==> src/rtl/rtc_bcd_clock.sv <==
// ---------------------------------------------------------------------------
// rtc_bcd_clock -- single-clock real-time clock with BCD display outputs.
//
// A 1 Hz timebase is generated as a one-cycle enable (tick_1Hz) from the
// system clock. Internal time is kept in binary (sec, min, hour) and
// converted combinationally to BCD for the display drivers, in 12-hour or
// 24-hour form. Two debounced buttons with auto-repeat adjust minutes and
// hours, and a minute-resolution alarm flags a match.
//
// Ports:
//   clk_100MHz          system clock
//   reset               asynchronous, active-high reset
//   btn_hr, btn_min     raw adjust buttons (asynchronous to clk_100MHz)
//   mode_24h            1 = 24-hour display, 0 = 12-hour display with pm
//   alarm_en            alarm enable
//   alarm_hr[4:0]       alarm hour, binary 0..23
//   alarm_min[5:0]      alarm minute, binary 0..59
//   tick_1Hz            one-cycle pulse every CLK_HZ cycles
//   sq_1Hz              50% duty 1 Hz square wave
//   sec_1s..hr_10s      BCD time digits (hours in the selected mode)
//   pm                  1 when hour >= 12 in 12-hour mode
//   alarm               alarm active
// ---------------------------------------------------------------------------

// Button conditioner: synchroniser, debounce, press pulse and auto-repeat.
//   clk, reset   clock and asynchronous active-high reset
//   raw          raw button level
//   pulse        one-cycle adjust request
module rtc_bcd_btn #(
    parameter int DB_CYCLES     = 2_000_000,
    parameter int REPEAT_CYCLES = 25_000_000
) (
    input  logic clk,
    input  logic reset,
    input  logic raw,
    output logic pulse
);
    localparam int DW = $clog2(DB_CYCLES + 1);
    localparam int RW = $clog2(REPEAT_CYCLES);
    localparam logic [DW-1:0] DB_LAST  = DW'(DB_CYCLES - 1);
    localparam logic [RW-1:0] REP_LAST = RW'(REPEAT_CYCLES - 1);

    logic          sync1;
    logic          sync2;
    logic          level;
    logic [DW-1:0] db_cnt;
    logic [RW-1:0] rep_cnt;
    logic          accept;

    // The new level is taken on the last of DB_CYCLES consecutive differing cycles.
    assign accept = (sync2 != level) && (db_cnt == DB_LAST);

    always_ff @(posedge clk or posedge reset) begin
        if (reset) begin
            sync1   <= 1'b0;
            sync2   <= 1'b0;
            level   <= 1'b0;
            db_cnt  <= '0;
            rep_cnt <= '0;
            pulse   <= 1'b0;
        end else begin
            // NOTE: non-blocking, so every register here samples pre-edge values
            // and the two synchroniser stages really are two flops.
            sync1 <= raw;
            sync2 <= sync1;

            if (sync2 == level || accept)
                db_cnt <= '0;
            else
                db_cnt <= db_cnt + 1'b1;

            if (accept)
                level <= sync2;

            pulse <= 1'b0;
            if (accept && sync2) begin
                // Fresh press: one pulse now, repeat interval restarts.
                pulse   <= 1'b1;
                rep_cnt <= '0;
            end else if (level && !accept) begin
                if (rep_cnt == REP_LAST) begin
                    pulse   <= 1'b1;
                    rep_cnt <= '0;
                end else begin
                    rep_cnt <= rep_cnt + 1'b1;
                end
            end else begin
                rep_cnt <= '0;
            end
        end
    end
endmodule

module rtc_bcd_clock #(
    parameter int CLK_HZ        = 100_000_000,
    parameter int DB_CYCLES     = 2_000_000,
    parameter int REPEAT_CYCLES = 25_000_000
) (
    input  logic       clk_100MHz,
    input  logic       reset,
    input  logic       btn_hr,
    input  logic       btn_min,
    input  logic       mode_24h,
    input  logic       alarm_en,
    input  logic [4:0] alarm_hr,
    input  logic [5:0] alarm_min,
    output logic       tick_1Hz,
    output logic       sq_1Hz,
    output logic [3:0] sec_1s,
    output logic [3:0] sec_10s,
    output logic [3:0] min_1s,
    output logic [3:0] min_10s,
    output logic [3:0] hr_1s,
    output logic [3:0] hr_10s,
    output logic       pm,
    output logic       alarm
);
    localparam int TW = $clog2(CLK_HZ);
    localparam logic [TW-1:0] TICK_LAST = TW'(CLK_HZ - 1);
    localparam logic [TW-1:0] TICK_HALF = TW'(CLK_HZ / 2);

    logic [TW-1:0] tick_ctr;
    logic [5:0]    sec, min, sec_n, min_n;
    logic [4:0]    hour, hour_n, hr_disp;
    logic          hr_pulse, min_pulse;
    logic          update, alarm_hit, alarm_q;

    function automatic logic [7:0] to_bcd(input logic [5:0] v);
        return {4'(v / 6'd10), 4'(v % 6'd10)};
    endfunction

    rtc_bcd_btn #(.DB_CYCLES(DB_CYCLES), .REPEAT_CYCLES(REPEAT_CYCLES)) u_btn_hr (
        .clk(clk_100MHz), .reset(reset), .raw(btn_hr), .pulse(hr_pulse)
    );

    rtc_bcd_btn #(.DB_CYCLES(DB_CYCLES), .REPEAT_CYCLES(REPEAT_CYCLES)) u_btn_min (
        .clk(clk_100MHz), .reset(reset), .raw(btn_min), .pulse(min_pulse)
    );

    // Timebase
    always_ff @(posedge clk_100MHz or posedge reset) begin
        if (reset)
            tick_ctr <= '0;
        else if (tick_1Hz)
            tick_ctr <= '0;
        else
            tick_ctr <= tick_ctr + 1'b1;
    end

    assign tick_1Hz = (tick_ctr == TICK_LAST);
    // The counter rests at 0 during reset; gate so the wave is low until released.
    assign sq_1Hz   = !reset && (tick_ctr < TICK_HALF);

    // Next time: tick first, then adjust pulses override their fields.
    always_comb begin
        // NOTE: every output gets a default first so no branch can leave a latch.
        sec_n  = sec;
        min_n  = min;
        hour_n = hour;
        if (tick_1Hz) begin
            if (sec == 6'd59) begin
                sec_n = 6'd0;
                if (min == 6'd59) begin
                    min_n  = 6'd0;
                    hour_n = (hour == 5'd23) ? 5'd0 : hour + 5'd1;
                end else begin
                    min_n = min + 6'd1;
                end
            end else begin
                sec_n = sec + 6'd1;
            end
        end
        if (min_pulse) begin
            // Minute set restarts the minute and never carries into the hour.
            sec_n  = 6'd0;
            min_n  = (min == 6'd59) ? 6'd0 : min + 6'd1;
            hour_n = hour;
        end
        if (hr_pulse)
            hour_n = (hour == 5'd23) ? 5'd0 : hour + 5'd1;
    end

    assign update    = tick_1Hz || min_pulse || hr_pulse;
    assign alarm_hit = update && alarm_en && (hour_n == alarm_hr)
                       && (min_n == alarm_min) && (sec_n == 6'd0);

    always_ff @(posedge clk_100MHz or posedge reset) begin
        if (reset) begin
            sec     <= 6'd0;
            min     <= 6'd0;
            hour    <= 5'd0;
            alarm_q <= 1'b0;
        end else begin
            sec     <= sec_n;
            min     <= min_n;
            hour    <= hour_n;
            alarm_q <= alarm_hit || (alarm_q && alarm_en && (min_n == alarm_min));
        end
    end

    // Gate so dropping alarm_en or leaving the minute silences it immediately.
    assign alarm = alarm_q && alarm_en && (min == alarm_min);

    // Display conversion
    always_comb begin
        hr_disp = hour;
        if (!mode_24h) begin
            if (hour == 5'd0)
                hr_disp = 5'd12;
            else if (hour > 5'd12)
                hr_disp = hour - 5'd12;
        end
    end

    assign pm = !mode_24h && (hour >= 5'd12);
    assign {sec_10s, sec_1s} = to_bcd(sec);
    assign {min_10s, min_1s} = to_bcd(min);
    assign {hr_10s, hr_1s}   = to_bcd({1'b0, hr_disp});
endmodule

==> config.mk <==
export PLATFORM = sky130hd
export DESIGN_NAME = rtc_bcd_clock
export DESIGN_NICKNAME = d
export VERILOG_FILES = /design/src/rtl/rtc_bcd_clock.sv
export SDC_FILE = /design/constraint.sdc
export NUM_CORES = 1
export LEC_CHECK = 0
export ABC_AREA = 1
export BUFFER_PORTS_ARGS = -buffer_cell sky130_fd_sc_hd__buf_2
export CORE_MARGIN = 4
export CORE_UTILIZATION = 56
export CTS_BUF_LIST = sky130_fd_sc_hd__clkbuf_8 sky130_fd_sc_hd__clkbuf_16
export DETAILED_ROUTE_END_ITERATION = 12
export GPL_ROUTABILITY_DRIVEN = 0
export PLACE_DENSITY = 0.82
export SKIP_CTS_REPAIR_TIMING = 1
export SLEW_MARGIN = 20
export SYNTH_ARGS = -nofsm -noshare
export SYNTH_HDL_FRONTEND = slang
export SYNTH_SLANG_ARGS = --single-unit
==> constraint.sdc <==
create_clock -name clk_100MHz -period 4.6 [get_ports clk_100MHz]
set_input_delay 0.46 -clock clk_100MHz [delete_from_list [all_inputs] [get_ports clk_100MHz]]
set_output_delay 0.46 -clock clk_100MHz [all_outputs]
set_load 0.01 [all_outputs]
==> impl_results.md, run 1 <==
- CTS clk-pin slew, worst paths: 0.06 ns
- Mapped Area: 8890 µm²
- Antenna Nets Post-Route: 0
- Internal: 2.07 mW
- Largest net degree at the start of global routing: 69
- Worst Hold Class: in -> async
- Fmax: 264 MHz
- GRT Overall Usage: 21.5%
- Asr flop ratio synth: 100%
- P per Cell Area: 272 nW/µm²
- Nature of the critical path startpoint: register
- Core area: 15400 µm²
- Starting Density: 57.9%
- Die Height: 134 µm
- Setup violation total in the final timing report: 0
- DR vias: 7729
- Clock Skew: 0.0114 ns
- Layout cells sized above 1: 11.6%
- Yosys top cell area share: 40.8%
- Layout Nets: 1276
- DRC viols: 0
- Vias in the first global route: 7307
- Status: complete, no violations
- Seq/Total Area, Yosys: 40.8%
- Final Hold Fails: 0
- CP Max Fanout: 8
- Buffers on Ports: 40
- Die width: 134 µm
- CTS tree: yes
- Skew-Pair Late Insertion Delay: 0.43 ns
- Comb pwr share: 3.7%
- Post-synth EDFFs: 0
- Via/cell ratio: 5.29
- CP max stage delay: 0.47 ns
- Worst slew margin: 46.0%
- Iter 0 DRT Violations: 481
- Max-slew violation count: 0
- Dpl cell area: 9280 µm²
- Synth cell count leaders: nand2_1 (254), inv_1 (172), nor2_1 (153)
- Cell area after layout: 9840 µm²
- Cell Chain, Critical Path: ha_1, nand2_1, inv_1, o21ai_1, nand2_1, nand2_1, nand3_1, inv_1, ha_1, nand2_1, a21oi_4, nand2_1, and2_1, ha_1, inv_1, nand2_1, nand2_1, nand2_1, o21ai_1, buf_2
- Drt first pass iters: 5
- First-pass GRT wire length: 32300 µm
- Yosys reg bits: 145
- Site Rows: 45
- DP HPWL: 13400 µm
- Critical Path RT: 4.14 ns
- Clk sink count: 145
- Worst Setup End Kind: output pin
- Reg power frac: 48.1%
- Worst VDD drop: 0.328 mV
- Total die area: 18000 µm²
- Tmin final: 3.79 ns
- Period utilization: 82.3%
- Bufs on Longest Clock Path: 2
- Most frequent cell after synthesis: nand2_1
- Worst-Margin Slew: 0.811 ns
- Syn Inst Count: 1191
- Pre-CTS WS: 1.27 ns
- Boundary pin count: 45
- Clock power frac: 48.2%
- Setup TNS: 0 ns
- Grt ovf: 0
- WL final: 18500 µm
- WS Path Type: reg -> out
- Sw power: 602 µW
- Wirelength per Cell: 12.6 µm
- Final WS setup: 0.815 ns
- Switching Share: 22.5%
- LEAKAGE: 4.72 nW
- # H-tree levels: 4
- Family with the most delay on the worst path: simple AND/OR/NAND/NOR gates
- Slowest cell on crit path: dfrtp_1
- Num CTS Buffers: 17
- Initial antenna violation count: 0
- Synth unique cells: 53
- Max-cap violations: 0
- WP data arrival: 3.33 ns
- Critical path's most frequent cell: nand2_1
- Syn avg cell area: 7.47 µm²
- WP buf/inv: 4
- Synth top area cells: dfrtp_1 (41%), nand2_1 (11%), inv_1 (7.3%)
- Synth area leader: dfrtp_1
- Synth Warn #: 0
- Ys flop type: dfrtp_1
- ANT cells: 0
- RSZ-0062 raised after global routing: no
- Area grow syn2layout: 10.6%
- CTS Root Cell: clkbuf_16
[layout by cell type, fill, tap and decap left out, drive strengths merged, types with 2 or more instances in the layout]
cell	netlist	final
nand2	266	266
inv	184	188
nor2	172	172
dfrtp	145	145
nand3	103	103
nor3	51	51
a21oi	48	48
o21ai	47	47
buf	14	44
xor2	43	43
nand4	22	22
ha	21	21
clkbuf	5	19
nor4	13	13
xnor2	11	11
nor3b	9	9
nand3b	6	6
clkinv	0	5
a31oi	4	4
conb	1	4
o22ai	3	3
a211oi	3	3
clkinvlp	0	3
or3b	3	3
o211ai	2	2
o21a	2	2
and3	2	2
o21bai	2	2
a221oi	2	2
[area by class of cell]
class	count	area [µm²]
clock inverter	13	100
fill	1314	5530
sequential	145	3630
tap	211	264
timing repair buffer	44	230
multi-input combinational	846	4470
inverter	184	694
clock buffer	19	453
[metal layers]
metal,vias up,routed length (µm),part of all wire [%],GRT usage (%)
met2,201,9040,49,36.4
met1,3586,8350,45,28.2
li1,3917,-,-,-
met4,0,272,1.5,6.84
met3,25,829,4.5,3.86
met5,-,0,0,0
[logic make-up (layout without fill, tap and decap cells)]
| kind of cell | count (synthesis) | in the layout | synth area share [%] |
|---|---|---|---|
| AOI/OAI and AO/OA | 117 | 117 | 7.54 |
| xor gates and xnor gates | 54 | 54 | 5.32 |
| adders and majority gates | 21 | 21 | 2.95 |
| buffers and inverters | 203 | 260 | 9.10 |
| DFF | 145 | 145 | 40.8 |
| muxes | 1 | 1 | 0.113 |
| other | 1 | 4 | 0.0422 |
| and+or+nand+nor | 649 | 649 | 34.1 |
[final timing paths]
path,start,endpoint,slack (ns),cells after the start
hold reg to reg,u_btn_min.sync1$_DFF_PP0_,u_btn_min.sync2$_DFF_PP0_,0.35,0
min in group clk_100MHz,btn_min,u_btn_min.sync1$_DFF_PP0_,0.14,1
max in group asynchronous,reset,u_btn_hr.rep_cnt[13]$_DFF_PP0_,3.22,3
hold / removal,reset,tick_ctr[9]$_DFF_PP0_,0.14,2
setup / recovery,hour[2]$_DFF_PP0_,hr_1s[3],0.81,20
setup reg to reg,u_btn_hr.db_cnt[0]$_DFF_PP0_,u_btn_hr.rep_cnt[16]$_DFF_PP0_,2.10,12
[through the flow]
step,util [%],instances,hold WS (ns),power (mW)
finish,64.0,1462,0.137,2.67
floorplan,-,1194,0.331,1.38
CTS,64.0,1462,0.131,2.70
global placement,60.4,1430,0.331,1.41
global route,64.0,1462,0.127,2.78
detailed placement,60.4,1430,0.339,1.41
[worst reg2reg max path: cells and delay by family (launching register included)]
family | cells | cell delay (ns)
DFF | 1 | 0.36
buffers and inverters | 2 | 0.26
and+or+nand+nor | 6 | 1.15
AOI/OAI and AO/OA | 3 | 0.44
adders and majority gates | 1 | 0.18
[power groups by stage]
stage          Clock, mW  Combinational (mW)  Sequential [mW]
3_5_place_dp           0               0.102             1.31
4_1_cts             1.31               0.102             1.29
2_1_floorplan          0              0.0713             1.31
5_1_grt             1.38               0.115             1.29
3_3_place_gp           0              0.0993             1.31
6_report            1.29              0.0997             1.29
[flip-flops by register name, indices dropped and copies added (netlist names), 5 cells and up]
| register | flops |
|---|---|
| u_btn_hr.db_cnt | 21 |
| sec | 6 |
| u_btn_min.rep_cnt | 25 |
| hour | 5 |
| u_btn_hr.rep_cnt | 25 |
| tick_ctr | 27 |
| min | 6 |
| u_btn_min.db_cnt | 21 |
Power figures use the tool's default switching activity.
==> inputs of run 2 (changes only) <==
CORE_UTILIZATION = 60   (was 56)
PLACE_DENSITY = 0.83   (was 0.82)
clock period = 3.59 ns   (was 4.6 ns; I/O delays follow)
==> run 2 against run 1 <==
Routed wire length up 3.8%; register-to-register slack worse by 1.1 ns; clock skew down 0.0025 ns; sequential share of layout area down 0.081 points; via count grew 1.0%; largest cell class unchanged; critical path depth grew 1; design area rose by 0.25%; critical path type unchanged; final cell count is 1.5% lower.
==> impl_results.md, run 2 (synthesis gave the netlist of run 1 again) <==
- Die width: 130 µm (-3.2%)
- Critical path's most frequent cell: nand2_1
- Initial antenna violation count: 0 (unchanged)
- Largest net degree at the start of global routing: 146 (+110%)
- Setup violation total in the final timing report: 0 (unchanged)
- Area grow syn2layout: 10.9%
- Critical Path RT: 3.23 ns (-0.91 ns)
- GRT Overall Usage: 23.9% (+2.4 points)
- Iter 0 DRT Violations: 666 (+38%)
- Bufs on Longest Clock Path: 2 (unchanged)
- DP HPWL: 13500 µm (+0.51%)
- WP data arrival: 3.11 ns (-0.22 ns)
- Drt first pass iters: 5 (unchanged)
- Starting Density: 61.2% (+3.3 points)
- Layout cells sized above 1: 12.7% (+1.1 points)
- Worst slew margin: 46.5% (+0.55 points)
- CTS Root Cell: clkbuf_16
- Total die area: 16800 µm² (-6.3%)
- CP Max Fanout: 5 (-3)
- Tmin final: 3.47 ns
- Antenna Nets Post-Route: 0 (unchanged)
- Most common cell after layout, fill and taps aside: nand2_1
- Boundary pin count: 45 (unchanged)
- Slowest cell on crit path: dfrtp_1
- Commonest cells after routing, fill and taps aside: nand2_1 (253), inv_1 (173), nor2_1 (152)
- Max-slew violation count: 0 (unchanged)
- CTS tree: yes
- DRC viols: 0 (unchanged)
- Status: complete, no violations
- Period utilization: 96.6%
- First-pass GRT wire length: 32900 µm (+2.0%)
- WS Path Type: reg -> out
- Max-cap violations: 0 (unchanged)
- Worst-Margin Slew: 0.802 ns (-0.00832 ns)
- Most flops, register: tick_ctr
- WL final: 19200 µm (+3.8%)
- Setup TNS: 0 ns (unchanged)
- Worst Setup End Kind: output pin
- Vias in the first global route: 7319 (+0.16%)
- Buffers on Ports: 40 (unchanged)
- Skew-Pair Late Insertion Delay: 0.42 ns (about the same)
- Pwr Total: 3.43 mW (+28%)
- Biggest regs: tick_ctr: 27 flops, u_btn_hr.rep_cnt: 25 flops, u_btn_min.rep_cnt: 25 flops
- CP max stage delay: 0.39 ns (-0.08 ns)
- Final Hold Fails: 0 (unchanged)
- Fmax: 288 MHz
- Cell Chain, Critical Path: inv_1, ha_1, nand2_1, inv_1, o21ai_2, nand2_1, nand2_1, nand3_2, inv_2, ha_1, nand2_2, a21oi_4, nand2_1, and2_1, ha_1, inv_1, nand2_1, nand2_1, nand2_1, o21ai_1, buf_2
- Wirelength per Cell: 13.3 µm (+5.3%)
- Worst VDD drop: 0.362 mV (+10%)
- Nature of the critical path startpoint: register
- Largest register FFs: 27 (unchanged)
- Worst Hold Class: in -> reg
- DR vias: 7807 (+1.0%)
- Layout Nets: 1281 (+0.39%)
- Core area: 14500 µm² (-5.4%)
- P per Cell Area: 347 nW/µm² (+28%)
- Grt ovf: 0 (unchanged)
- CTS clk-pin slew, worst paths: 0.06 ns (about the same)
- Clk sink count: 145 (unchanged)
- Num CTS Buffers: 17 (unchanged)
- Via/cell ratio: 5.42 (+2.6%)
- ANT cells: 0 (unchanged)
- LEAKAGE: 4.74 nW (+0.42%)
- Site Rows: 44 (-2.2%)
- Die Height: 130 µm (-3.2%)
- # H-tree levels: 4 (unchanged)
- Clock Skew: 0.00883 ns (-0.00253 ns)
-- run 2: critical path: cells and delay by family, from the launching register on --
kind / cells / cell delay, ns
compound gates: 3 / 0.39
buf+inv: 5 / 0.44
flops: 1 / 0.39
fa+ha+maj: 3 / 0.57
simple gates: 10 / 0.87
-- run 2: area by class of cell --
type	count	area, µm²
fill	1197	4670
multi-input combinational	846	4480
sequential	145	3630
inverter	184	694
clock buffer	17	425
timing repair buffer	49	280
tap	184	230
clock inverter	15	119
-- run 2: worst paths after layout --
path | end | slack [ns] | from | depth (start not counted)
worst max-delay path | hr_1s[3] | 0.12 | hour[0]$_DFF_PP0_ | 21
worst min-delay path | u_btn_min.sync1$_DFF_PP0_ | 0.04 | btn_min | 1
worst max register to register | u_btn_hr.rep_cnt[16]$_DFF_PP0_ | 1.04 | u_btn_hr.db_cnt[0]$_DFF_PP0_ | 12
worst min register to register | u_btn_hr.sync2$_DFF_PP0_ | 0.35 | u_btn_hr.sync1$_DFF_PP0_ | 0
max in group asynchronous | hour[1]$_DFF_PP0_ | 2.81 | reset | 3
min in group asynchronous | tick_ctr[22]$_DFF_PP0_ | 0.12 | reset | 3
-- run 2: through the flow --
stage	setup WS (ns)	cells	area, µm²	hold WS (ns)	util, %
floorplan	0.449	1194	8910	0.331	-
global placement	0.499	1402	9260	0.333	63.7
detailed placement	0.382	1402	9260	0.344	63.7
CTS	-0.0694	1434	9800	0.0305	67.4
global route	-0.0410	1440	9860	0.0272	67.9
finish	0.122	1440	9860	0.0417	67.9
-- run 2: routing by layer --
metal,GRT usage (%),share of wire (%)
met1,30.8,44
met2,41.1,50
met3,4.83,4.8
met4,7.15,1.3
met5,0,0
-- run 2: where the power goes --
group	internal, mW	switching, mW	total [mW]
Sequential	1.64	0.00517	1.65
Clock	0.947	0.699	1.65
Combinational	0.0414	0.0917	0.133
==> inputs of run 3 (changes only) <==
PLACE_DENSITY = 0.85   (was 0.83)
==> run 3 against run 2 <==
Final cell count down 0.21%; non-clock buffer count is 3 lower; critical path depth is the same; fmax is 1.9% higher; clock-buffer cell count is the same; critical path type unchanged; register-to-register slack better by 0.07 ns; routed wire length down 3.2%; core utilization about the same; clock power grew 2%; largest cell class unchanged.
==> impl_results.md, run 3 (synthesis gave the netlist of run 1 again) <==
- Antenna Nets Post-Route: 0 (unchanged)
- Pwr Total: 3.47 mW (+1.2%)
- Layout Nets: 1278 (-0.23%)
- Skew-Pair Late Insertion Delay: 0.42 ns (about the same)
- Setup violation total in the final timing report: 0 (unchanged)
- GRT Overall Usage: 23.2% (-0.73 points)
- WS Path Type: reg -> out
- DP HPWL: 13500 µm (about the same)
- Total die area: 16800 µm² (unchanged)
- P per Cell Area: 352 nW/µm² (+1.2%)
- Pre-CTS WS: 0.327 ns (-0.0550 ns)
- Worst slew margin: 40.0% (-6.6 points)
- Period utilization: 94.8% (-1.8 points)
- Drt first pass iters: 5 (unchanged)
- Worst VDD drop: 0.358 mV (-1.0%)
- Wirelength per Cell: 12.9 µm (-3.0%)
- Comb pwr share: 3.8% (about the same)
- Finished Layout Cells: 1437 (-0.21%)
- Core area: 14500 µm² (unchanged)
- Worst-Margin Slew: 0.901 ns (+0.0983 ns)
- CTS Root Cell: clkbuf_16
- Final Hold Fails: 0 (unchanged)
- Buffers on Ports: 40 (unchanged)
- Most flops, register: tick_ctr
- DRC viols: 0 (unchanged)
- WHS: 0.0371 ns (-0.00460 ns)
- Largest net degree at the start of global routing: 76 (-48%)
- WL final: 18600 µm (-3.2%)
- Status: complete, no violations
- Worst Hold Class: in -> reg
- ANT cells: 0 (unchanged)
- Dpl cells: 1403 (+0.071%)
- Starting Density: 61.2% (unchanged)
- # H-tree levels: 4 (unchanged)
- Vias in the first global route: 7420 (+1.4%)
- CP Max Fanout: 5 (unchanged)
- Num CTS Buffers: 17 (unchanged)
- Layout cells sized above 1: 12.9% (+0.27 points)
- Iter 0 DRT Violations: 549 (-18%)
- Bufs on Longest Clock Path: 2 (unchanged)
- Max-cap violations: 0 (unchanged)
- Grt ovf: 0 (unchanged)
- Reg power frac: 47.5% (-0.6 points)
- WL met2: 9170 µm (-5.1%)
- Max Used Layer: met4
- Met3 WL: 872 µm (-4.4%)
- Tmin final: 3.40 ns (-0.0656 ns)
- Via/cell ratio: 5.46 (+0.66%)
- Commonest cells after routing, fill and taps aside: nand2_1 (251), inv_1 (169), nor2_1 (152)
- Area grow syn2layout: 10.9% (about the same)
- Clock Skew: 0.00837 ns (-0.000463 ns)
- WL met1: 8160 µm (-2.3%)
- CTS clk-pin slew, worst paths: 0.06 ns (about the same)
- Internal: 2.60 mW (-1.2%)
- First-pass GRT wire length: 32200 µm (-2.2%)
- WP data arrival: 3.04 ns (-0.07 ns)
- Boundary pin count: 45 (unchanged)
- Site Rows: 44 (unchanged)
- Dpl cell area: 9250 µm² (about the same)
- Final WS setup: 0.188 ns (+0.0656 ns)
- Initial antenna violation count: 0 (unchanged)
- Critical Path RT: 3.23 ns (about the same)
- Flop2flop setup slack: 1.11 ns (+0.07 ns)
- Nature of the critical path startpoint: register
- Max-slew violation count: 0 (unchanged)
- Die Height: 130 µm (unchanged)
- CTS tree: yes
- LEAKAGE: 4.71 nW (-0.54%)
- Sw power: 867 µW (+8.9%)
- Largest register FFs: 27 (unchanged)
- Clock power frac: 48.7% (+0.7 points)
- Fmax: 294 MHz (+1.9%)
- Clk sink count: 145 (unchanged)
- Switching Share: 25.0% (+1.8 points)
- Die width: 130 µm (unchanged)
- DR vias: 7842 (+0.45%)
- Worst Setup End Kind: output pin
- Cell area after layout: 9860 µm² (about the same)
- Biggest regs: tick_ctr: 27 flops, u_btn_hr.rep_cnt: 25 flops, u_btn_min.rep_cnt: 25 flops
- Most common cell after layout, fill and taps aside: nand2_1
-- run 3: cell types whose count changed in the layout (fill, tap and decap cells not counted) --
cell | previous run | this run
inv_8 | 0 | 5
clkinv_2 | 4 | 0
inv_1 | 173 | 169
buf_4 | 8 | 6
nand2_1 | 253 | 251
nand2_2 | 11 | 13
buf_12 | 1 | 0
bufinv_16 | 1 | 0
clkinv_4 | 0 | 1
clkinvlp_4 | 4 | 5
inv_2 | 13 | 14
inv_6 | 4 | 5
nand3_2 | 6 | 5
nand3_4 | 0 | 1
-- run 3: worst paths after layout --
path                                                   start                              to  cells past startpoint
worst max register to register  u_btn_hr.db_cnt[0]$_DFF_PP0_  u_btn_hr.rep_cnt[16]$_DFF_PP0_                     12
worst max-delay path                       hour[0]$_DFF_PP0_                        hr_1s[3]                     21
worst min-delay path                                  btn_hr        u_btn_hr.sync1$_DFF_PP0_                      1
max in group asynchronous                              reset  u_btn_min.db_cnt[16]$_DFF_PP0_                      3
min in group asynchronous                              reset          tick_ctr[19]$_DFF_PP0_                      3
worst min register to register     u_btn_min.sync1$_DFF_PP0_       u_btn_min.sync2$_DFF_PP0_                      0
-- run 3: cell type report --
class                   count  area [µm²]
clock buffers              17         425
clock inverters            15         139
fillers                  1159        4670
inverters                 184         694
multi-input cells         846        4500
flip-flops and latches    145        3630
well taps                 184         230
repair buffers             46         245
-- run 3: per-stage QoR --
| step | setup TNS (ns) | utilization (%) |
|---|---|---|
| finish | 0 | 67.8 |
| global route | -0.0354 | 67.8 |
| CTS | -0.239 | 67.5 |
| detailed placement | 0 | 63.6 |
| global placement | 0 | 63.6 |
| floorplan | 0 | - |
-- run 3: power by group through the flow --
stage,logic [mW],registers (mW),clock network [mW]
CTS,0.130,1.65,1.72
finish,0.131,1.65,1.69
floorplan,0.0914,1.68,0
detailed placement,0.130,1.68,0
global placement,0.127,1.68,0
global route,0.149,1.65,1.81
-- run 3: layer usage --
layer / track usage [%] / vias to the layer above
met4: 8.74 / 0
met2: 39.7 / 227
met1: 29.7 / 3654
met3: 3.89 / 42
li1: - / 3919
met5: 0 / -
-- run 3: worst max-delay path: stages (launching register included) --
cell	delay [ns]
dfrtp_1	0.40
inv_2	0.06
ha_1	0.23
nand2_2	0.09
inv_1	0.06
o21ai_2	0.12
nand2_1	0.09
nand2_1	0.08
nand3_2	0.08
inv_2	0.10
ha_1	0.17
nand2_2	0.09
a21oi_4	0.21
nand2_2	0.08
and2_1	0.16
ha_1	0.19
inv_1	0.05
nand2_1	0.05
nand2_1	0.06
nand2_1	0.04
o21ai_1	0.06
buf_2	0.14
